### config.mk
export PLATFORM = sky130hd
export DESIGN_NAME = token_precision_analyzer_stream
export DESIGN_NICKNAME = d
export VERILOG_FILES = /design/src/rtl/token_precision_analyzer_stream.sv
export SDC_FILE = /design/constraint.sdc
export NUM_CORES = 1
export LEC_CHECK = 0
export CORE_ASPECT_RATIO = 1.5
export CORE_MARGIN = 2
export CORE_UTILIZATION = 50
export DETAILED_ROUTE_END_ITERATION = 6
export PLACE_DENSITY_LB_ADDON = 0.25
export SETUP_SLACK_MARGIN = 0.05
export SLEW_MARGIN = 0
export SYNTH_ARGS = -nofsm -noshare
export SYNTH_HDL_FRONTEND = slang
export SYNTH_SLANG_ARGS = --single-unit
### constraint.sdc
create_clock -name clk -period 8.35 [get_ports clk]
set_input_delay 0.835 -clock clk [delete_from_list [all_inputs] [get_ports clk]]
set_output_delay 0.835 -clock clk [all_outputs]
set_load 0.005 [all_outputs]
### src/rtl/token_precision_analyzer_stream.sv
// Purpose: accumulate L key-token columns over L*N row beats with saturation, then classify each column as INT4/INT8/FP16.
// Latency: start in cycle T, last back-to-back beat at T+L*N, one CLASSIFY cycle, out_valid/done at T+L*N+2.
// Backpressure: a_ready is high only in ACCUM; the result is held in OUT until out_valid && out_ready.
module token_precision_analyzer_stream #(
  parameter int DATA_WIDTH = 16,
  parameter int L          = 8,
  parameter int N          = 1,
  parameter int ACC_WIDTH  = DATA_WIDTH + $clog2(L * N)
) (
  input  logic                    clk,
  input  logic                    rst,
  input  logic                    start,
  input  logic [ACC_WIDTH-1:0]    thr_lo,
  input  logic [ACC_WIDTH-1:0]    thr_hi,
  input  logic                    a_valid,
  output logic                    a_ready,
  input  logic [DATA_WIDTH*L-1:0] a_data,
  output logic                    busy,
  output logic                    done,
  output logic                    out_valid,
  input  logic                    out_ready,
  output logic [4*L-1:0]          token_precision,
  output logic [L-1:0]            col_sat
);

  localparam int ROWS  = L * N;
  localparam int CNT_W = (ROWS > 1) ? $clog2(ROWS) : 1;
  localparam int SUM_W = ACC_WIDTH + 1;
  localparam logic [CNT_W-1:0] LAST_ROW = CNT_W'(ROWS - 1);

  typedef enum logic [1:0] {
    IDLE     = 2'd0,
    ACCUM    = 2'd1,
    CLASSIFY = 2'd2,
    OUT      = 2'd3
  } state_t;

  state_t               state;
  state_t               state_nxt;
  logic [ACC_WIDTH-1:0] acc [L];
  logic [ACC_WIDTH-1:0] thr_lo_q;
  logic [ACC_WIDTH-1:0] thr_hi_q;
  logic [CNT_W-1:0]     row_cnt;
  logic                 done_q;
  logic                 start_acc;
  logic                 beat;
  logic [SUM_W-1:0]     sum [L];
  logic [3:0]           code [L];

  // State register; reset aborts any analysis in flight.
  always_ff @(posedge clk or posedge rst) begin
    if (rst) begin
      state <= IDLE;
    end else begin
      state <= state_nxt;
    end
  end

  // Next-state decode and handshake outputs, all derived from the current state.
  always_comb begin
    state_nxt = state;
    busy      = 1'b1;
    a_ready   = 1'b0;
    out_valid = 1'b0;
    start_acc = 1'b0;
    beat      = 1'b0;
    unique case (state)
      IDLE: begin
        busy = 1'b0;
        if (start) begin
          start_acc = 1'b1;
          state_nxt = ACCUM;
        end
      end
      ACCUM: begin
        a_ready = 1'b1;
        if (a_valid) begin
          beat = 1'b1;
          if (row_cnt == LAST_ROW) begin
            state_nxt = CLASSIFY;
          end
        end
      end
      CLASSIFY: begin
        state_nxt = OUT;
      end
      OUT: begin
        out_valid = 1'b1;
        if (out_ready) begin
          state_nxt = IDLE;
        end
      end
    endcase
  end

  // Per-column widened sum (carry bit flags overflow) and ordered threshold compare.
  always_comb begin
    for (int c = 0; c < L; c++) begin
      sum[c] = {1'b0, acc[c]} + SUM_W'(a_data[c*DATA_WIDTH +: DATA_WIDTH]);
      if (acc[c] < thr_lo_q) begin
        code[c] = 4'd0;
      end else if (acc[c] < thr_hi_q) begin
        code[c] = 4'd1;
      end else begin
        code[c] = 4'd2;
      end
    end
  end

  // Accumulators, row counter, saturation flags and threshold latch.
  always_ff @(posedge clk or posedge rst) begin
    if (rst) begin
      for (int c = 0; c < L; c++) begin
        acc[c] <= '0;
      end
      row_cnt  <= '0;
      col_sat  <= '0;
      thr_lo_q <= '0;
      thr_hi_q <= '0;
    end else if (start_acc) begin
      for (int c = 0; c < L; c++) begin
        acc[c] <= '0;
      end
      row_cnt  <= '0;
      col_sat  <= '0;
      thr_lo_q <= thr_lo;
      thr_hi_q <= thr_hi;
    end else if (beat) begin
      row_cnt <= row_cnt + CNT_W'(1);
      for (int c = 0; c < L; c++) begin
        if (sum[c][ACC_WIDTH]) begin
          acc[c]     <= '1;
          col_sat[c] <= 1'b1;
        end else begin
          acc[c] <= sum[c][ACC_WIDTH-1:0];
        end
      end
    end
  end

  // Codes are captured in CLASSIFY and held until the next analysis classifies.
  always_ff @(posedge clk or posedge rst) begin
    if (rst) begin
      token_precision <= '0;
    end else if (state == CLASSIFY) begin
      for (int c = 0; c < L; c++) begin
        token_precision[4*c +: 4] <= code[c];
      end
    end
  end

  // done is a single pulse marking the first OUT cycle.
  always_ff @(posedge clk or posedge rst) begin
    if (rst) begin
      done_q <= 1'b0;
    end else begin
      done_q <= (state == CLASSIFY);
    end
  end

  assign done = done_q;

endmodule

## Yosys cells after proc, flatten, opt, wreduce, memory -nomap -nowiden

Index checks and enable logic that the tools add are counted.

- Flip-flop bits (word level): 236
- Bits in latches: 0
- Bits in writable memories: 0
- Bits in read-only memories: 0
- Bits of input ports: 171
- Output and inout bits: 44
- Word-level logic and storage cells: 124
- Memories kept: 0

- $add $sub $neg: 9
- $mul: 0
- Div/mod/pow operators: 0
- Order comparisons: 16
- Eq/ne operators: 8
- Shift operators: 0
- Multiplexer cells: 50
- Bitwise operators: 0
- Reduce and logical (&&, ||, !) cells: 19

Operator list:

| kind | number |
|---|---|
| 19-bit less-than comparator | 16 |
| 152-bit 2-to-1 mux | 2 |
| 19-bit by 16-bit adder with 20-bit output | 8 |
| 19-bit 2-to-1 mux | 8 |
| 2-bit 2-to-1 mux | 20 |
| 2-bit nonzero test | 9 |
| 8-bit 2-to-1 mux | 2 |
| 2-bit AND reduction | 8 |
| 1-bit 2-to-1 mux | 15 |
| 2-bit inequality test, second input constant | 4 |
| 2-bit one-hot mux with 4 select lines | 1 |
| 3-bit 2-to-1 mux | 2 |
| 2-bit == test, second input constant | 2 |
| 4-bit AND reduction | 1 |
| 3-bit by 1-bit adder with 3-bit output, second input constant | 1 |
| 3-bit == test, second input constant | 1 |
| 2-bit by 1-bit == test with 1-bit output, second input constant | 1 |
| 2-bit logical NOT | 1 |

## Logic depth before layout (Yosys ltp)

- Depth after elaboration: 4
- Depth in mapped cells: 12
- Depth with buffers taken out: 12

## Worst setup path before layout

OpenSTA, ideal clock, no wires.

- Path type: input port to flip-flop
- From: input a_data[48]
- To: register acc[90] in the netlist's numbering
- Setup time: 72 ps
- Data arrival time: 2886 ps
- Data required time: 8278 ps
- Setup slack: 5391 ps
- Stages on the path: 12
- Buffers on the path: 0
- Cells stage by stage: ha_1 inv_1 fa_1 nor2b_1 o31a_1 or4_1 a311o_1 o211ai_1 o21ai_1 xnor2_1 and3_1 nor2_1

- Cells in the longest elaborated chain, start to end: 4

Ends and longest elaborated chain:

| what | RTL line | source |
|---|---|---|
| from (decl) | 17 | `input logic [DATA_WIDTH*L-1:0] a_data,` |
| 19-bit by 16-bit adder with 20-bit output | 99 | `sum[c] = {1'b0, acc[c]} + SUM_W'(a_data[c*DATA_WIDTH +: DATA_WIDTH]);` |
| 19-bit 2-to-1 mux | 131 | `if (sum[c][ACC_WIDTH]) begin` |
| 152-bit 2-to-1 mux | 128 | `end else if (beat) begin` |
| 152-bit 2-to-1 mux | 120 | `end else if (start_acc) begin` |
| to (signal, indexed assignment) | 135 | `acc[c] <= sum[c][ACC_WIDTH-1:0];` |
| to (decl) | 40 | `logic [ACC_WIDTH-1:0] acc [L];` |

No other way between the ends. The select of a mux whose other input is x is not followed.
A chain may end at the register's enable or synchronous reset.

## Final worst setup path

- From: input a_data[70]
- To: register acc[72] in the netlist's numbering

The elaborated chain is that of the path after synthesis.

==> summary.txt <==
Critical path
  – Critical Path Source: a_data[70]
  – Crit path cell chain: clkdlybuf4s50_1 -> ha_1 -> a2111oi_2 -> o21ai_1 -> a41oi_2 -> o21ai_1 -> a221o_1 -> nand4_1 -> nand2_1 -> o22ai_1 -> nor2_1
  – Slowest cell on the critical path: clkdlybuf4s50_1
  – CP arrival: approximately 3.8 ns
  – CP dominant cell by count: o21ai_1
  – Req. time, crit path: around 9 ns
  – FF-to-FF path depth: 8
  – CP max stage delay: a little over 0.4 ns
  – Worst Path Max Fanout: 13
  – CP Launch Type: input port
  – Reg-to-Reg End: acc[54]$_DFFE_PP0P_
  – Crit path capture type: flip-flop
  – R2R Setup Slk: approximately 5.0 ns
  – Crit path kind: in2reg
  – Reg2reg start: state[1]$_DFFE_PP0P_

Clocking
  – Cts bufs inserted: 25
  – CTS resizes: 0
  – CTS sink count: 220
  – CTS Buffer Depth: 3
  – Clk slew on worst S/H paths: approximately 0.07 ns
  – Post-CTS Hold Buffers: 0
  – TritonCTS clock tree: done
  – H-tree Lvls: 1
  – Root buf cell: clkbuf_16
  – Clk_lat worst skew: 0.57 ns
  – Setup Buffers After CTS: 0

STA
  – Final worst-path cycle share: about 41%
  – Worst Tran Pin Value: 1.11 ns
  – F_max: between 200 and 300 MHz
  – Fin. max-slew vios: 0
  – Final Critical Period: roughly 3.4 ns
  – Post-route setup TNS: 0 ns
  – Final hold violations: 0
  – RSZ-0062 raised after global routing: no
  – Slew HR: 25.7%
  – Setup violations, final: 0
  – Clk_skew: between 0.03 and 0.04 ns

Power
  – Leak: around 12 nW
  – NetSw: between 4 and 5 mW
  – Internal Power: approximately 4.7 mW
  – Seq pwr share: ~22%
  – Clk pwr share: around 13%
  – Sw Ratio: between 40 and 50%
  – Comb pwr share: roughly 65%
  – VDD IR max: 0.000230 V
  – Power per Cell Area: ~380 nW/µm²

Global route
  – Gr ovfl total: 0
  – First-pass GRT wire length: 102,000 µm
  – Largest net degree at the start of global routing: 160
  – Vias in the first global route: around 19,000
  – Total GRT Usage: 30.5%
  – Initial antenna violation count: 0

Yosys
  – Warnings, synthesis: 0
  – Most frequent cell after synthesis: ha_1
  – Post-Syn Area: 20,600 µm²
  – Commonest cells post-synth: 423 x ha_1, 255 x o21ai_0, 220 x dfrtp_1
  – Syn avg cell area: ~8.8 µm²
  – Synth Area in Compound Gates: a little over a quarter
  – Post-Synth XOR/XNOR Area: about 4.5%
  – Register area share after synthesis: a little over a quarter
  – Largest family of logic cells by synthesized area: compound AO/OA/AOI/OAI gates
  – Post-Synthesis Cells: about 2,300
  – Post-Synth Adder-Cell Area: a little over a quarter
  – Ys async rst share: 100%
  – Mux cell area share after synthesis: less than 1%
  – EDFF count, synth: 0
  – Main synth FF type: dfrtp_1
  – Post-synth cell types: 73
  – Synth area leader: dfrtp_1
  – Synth top area cells: dfrtp_1 27%, ha_1 26%, o21ai_0 6.2%, a21oi_1 5.0%, a21o_1 4.9%
  – Yosys top cell area share: about a quarter
  – Post-Synth Simple-Gate Area: a little under an eighth
  – Yosys reg bits: 220

Drt
  – Residual DRC: 0
  – DR iter-0 viols: around 1,200
  – DR vias/cell: 6.36
  – Drt pass-1 iters: 7
  – Wire length per cell: between 20 and 25 µm
  – Total number of vias: 19,400
  – Final wirelength: roughly 67,000 µm
  – Final ANT Viol Nets: 0

Floorplanning
  – Ports: between 200 and 250
  – Die width: ~170 µm
  – Die height: between 200 and 300 µm
  – Die ar.: between 40,000 and 50,000 µm²
  – Std-Cell Rows: 91
  – Core area: a little over 40,000 µm²
  – Starting Density: between 50% and 60%

Hold path
  – Hold_sp: token_precision[21]$_DFFE_PP0P_
  – Worst Hold Endpoint: token_precision[21]$_DFFE_PP0P_
  – Worst Hold Depth: 1
  – Hold Path Class: reg2reg

Cells and area
  – Fin cells: about 3,000
  – Area grow syn2layout: 16.1%
  – Ant. Diodes: 0
  – Fin util: between 50% and 60%
  – Final instance area: 24,000 µm²
  – Final net count: 3,117
  – Share of layout cells above drive strength 1: approximately 3.4%

Place
  – GPL Wtd Cong: ~0.94
  – Placed inst area: between 20,000 and 25,000 µm²
  – I/O Buffers: between 150 and 200
  – HPWL after DPL: 48,900 µm
  – Cells after DPL: 2,999

Run status
  – Status: completed

Job
  – Max Cap Viol: 0
## worst max-delay path: cells and delay by family
family / cells / cell delay, ns
buffers and inverters: 1 / 0.41
AOI/OAI and AO/OA: 6 / 1.51
and+or+nand+nor: 3 / 0.69
adders and majority gates: 1 / 0.37
## layout make-up
cell class | count | area, µm²
Fill cell | 3581 | 16900
Multi-Input combinational cell | 1944 | 14400
Sequential cell | 220 | 5510
Timing Repair Buffer | 220 | 2160
Clock buffer | 33 | 686
Tap cell | 511 | 639
Inverter | 104 | 398
Clock inverter | 12 | 150
## per-stage QoR
| step | setup WS, ns | hold slack [ns] | power [mW] |
|---|---|---|---|
| finish | 4.93 | 0.495 | 9.15 |
| global route | 4.73 | 0.525 | 9.92 |
| CTS | 5.00 | 0.497 | 9.06 |
| detailed placement | 4.44 | 0.481 | 7.85 |
| global placement | 4.50 | 0.480 | 7.57 |
| floorplan | 1.49 | 0.473 | 6.05 |
## logic make-up (layout without fill, tap and decap cells)
kind of cell | after synthesis | count (layout)
AOI/OAI and AO/OA | 886 | 886
xor gates and xnor gates | 106 | 106
adders and majority gates | 431 | 431
buffers and inverters | 189 | 369
DFF | 220 | 220
muxes | 3 | 3
other | 1 | 16
and+or+nand+nor | 502 | 502
## sequential cells by signal, indices dropped and copies added, names as in the netlist
name	flops
acc	152
col_sat	8
done	1
row_cnt	3
state	2
thr_hi_q	19
thr_lo_q	19
token_precision	16
## layer usage
layer	GRT usage [%]	vias to the layer above	share of wire, %
met5	0	-	0
met4	22.1	0	8.7
met3	3.17	270	5.0
met2	53.6	690	49
met1	34.4	9344	38
li1	-	9056	-
## worst max path at each step
| stage | to | slack (ns) | depth (start not counted) |
|---|---|---|---|
| after global routing | acc[50]$_DFFE_PP0P_ | 4.73 | 11 |
| after global placement | acc[69]$_DFFE_PP0P_ | 4.50 | 11 |
| after detailed placement | acc[71]$_DFFE_PP0P_ | 4.44 | 11 |
| after floorplan | acc[0]$_DFFE_PP0P_ | 1.49 | 1 |
| after CTS | acc[72]$_DFFE_PP0P_ | 5.00 | 11 |
| final | acc[72]$_DFFE_PP0P_ | 4.93 | 11 |
## power by group through the flow
| stage | clock (mW) | combinational, mW | sequential (mW) |
|---|---|---|---|
| global placement | 0 | 5.54 | 2.03 |
| global route | 1.22 | 6.62 | 2.09 |
| floorplan | 0 | 4.25 | 1.80 |
| finish | 1.17 | 5.93 | 2.05 |
| CTS | 1.18 | 5.85 | 2.03 |
| detailed placement | 0 | 5.81 | 2.04 |
## cells in the final DEF (no fill, tap or decap), types with 5 or more instances in the layout
cell type / n
a21oi_1: 207
nand2_1: 128
or2_2: 7
nor2b_1: 32
and3_1: 22
o21ai_1: 8
xnor2_1: 46
buf_4: 21
a31oi_1: 110
nand2b_1: 32
a211oi_1: 19
o211ai_1: 8
a21o_1: 136
xor2_1: 60
o21ai_0: 255
nand3_1: 54
or3_1: 9
nor2_1: 119
dfrtp_1: 220
o31a_1: 8
nor4_1: 5
clkdlybuf4s50_1: 198
a2111oi_0: 8
nor3_1: 43
ha_1: 423
or2b_1: 5
clkbuf_1: 5
o2bb2ai_1: 9
inv_1: 103
o31ai_1: 7
clkbuf_16: 25
o22ai_1: 9
o21a_1: 24
conb_1: 16
o21bai_1: 23
fa_1: 8
nand4_1: 31
No activity file was read; power rests on OpenSTA's default activity.
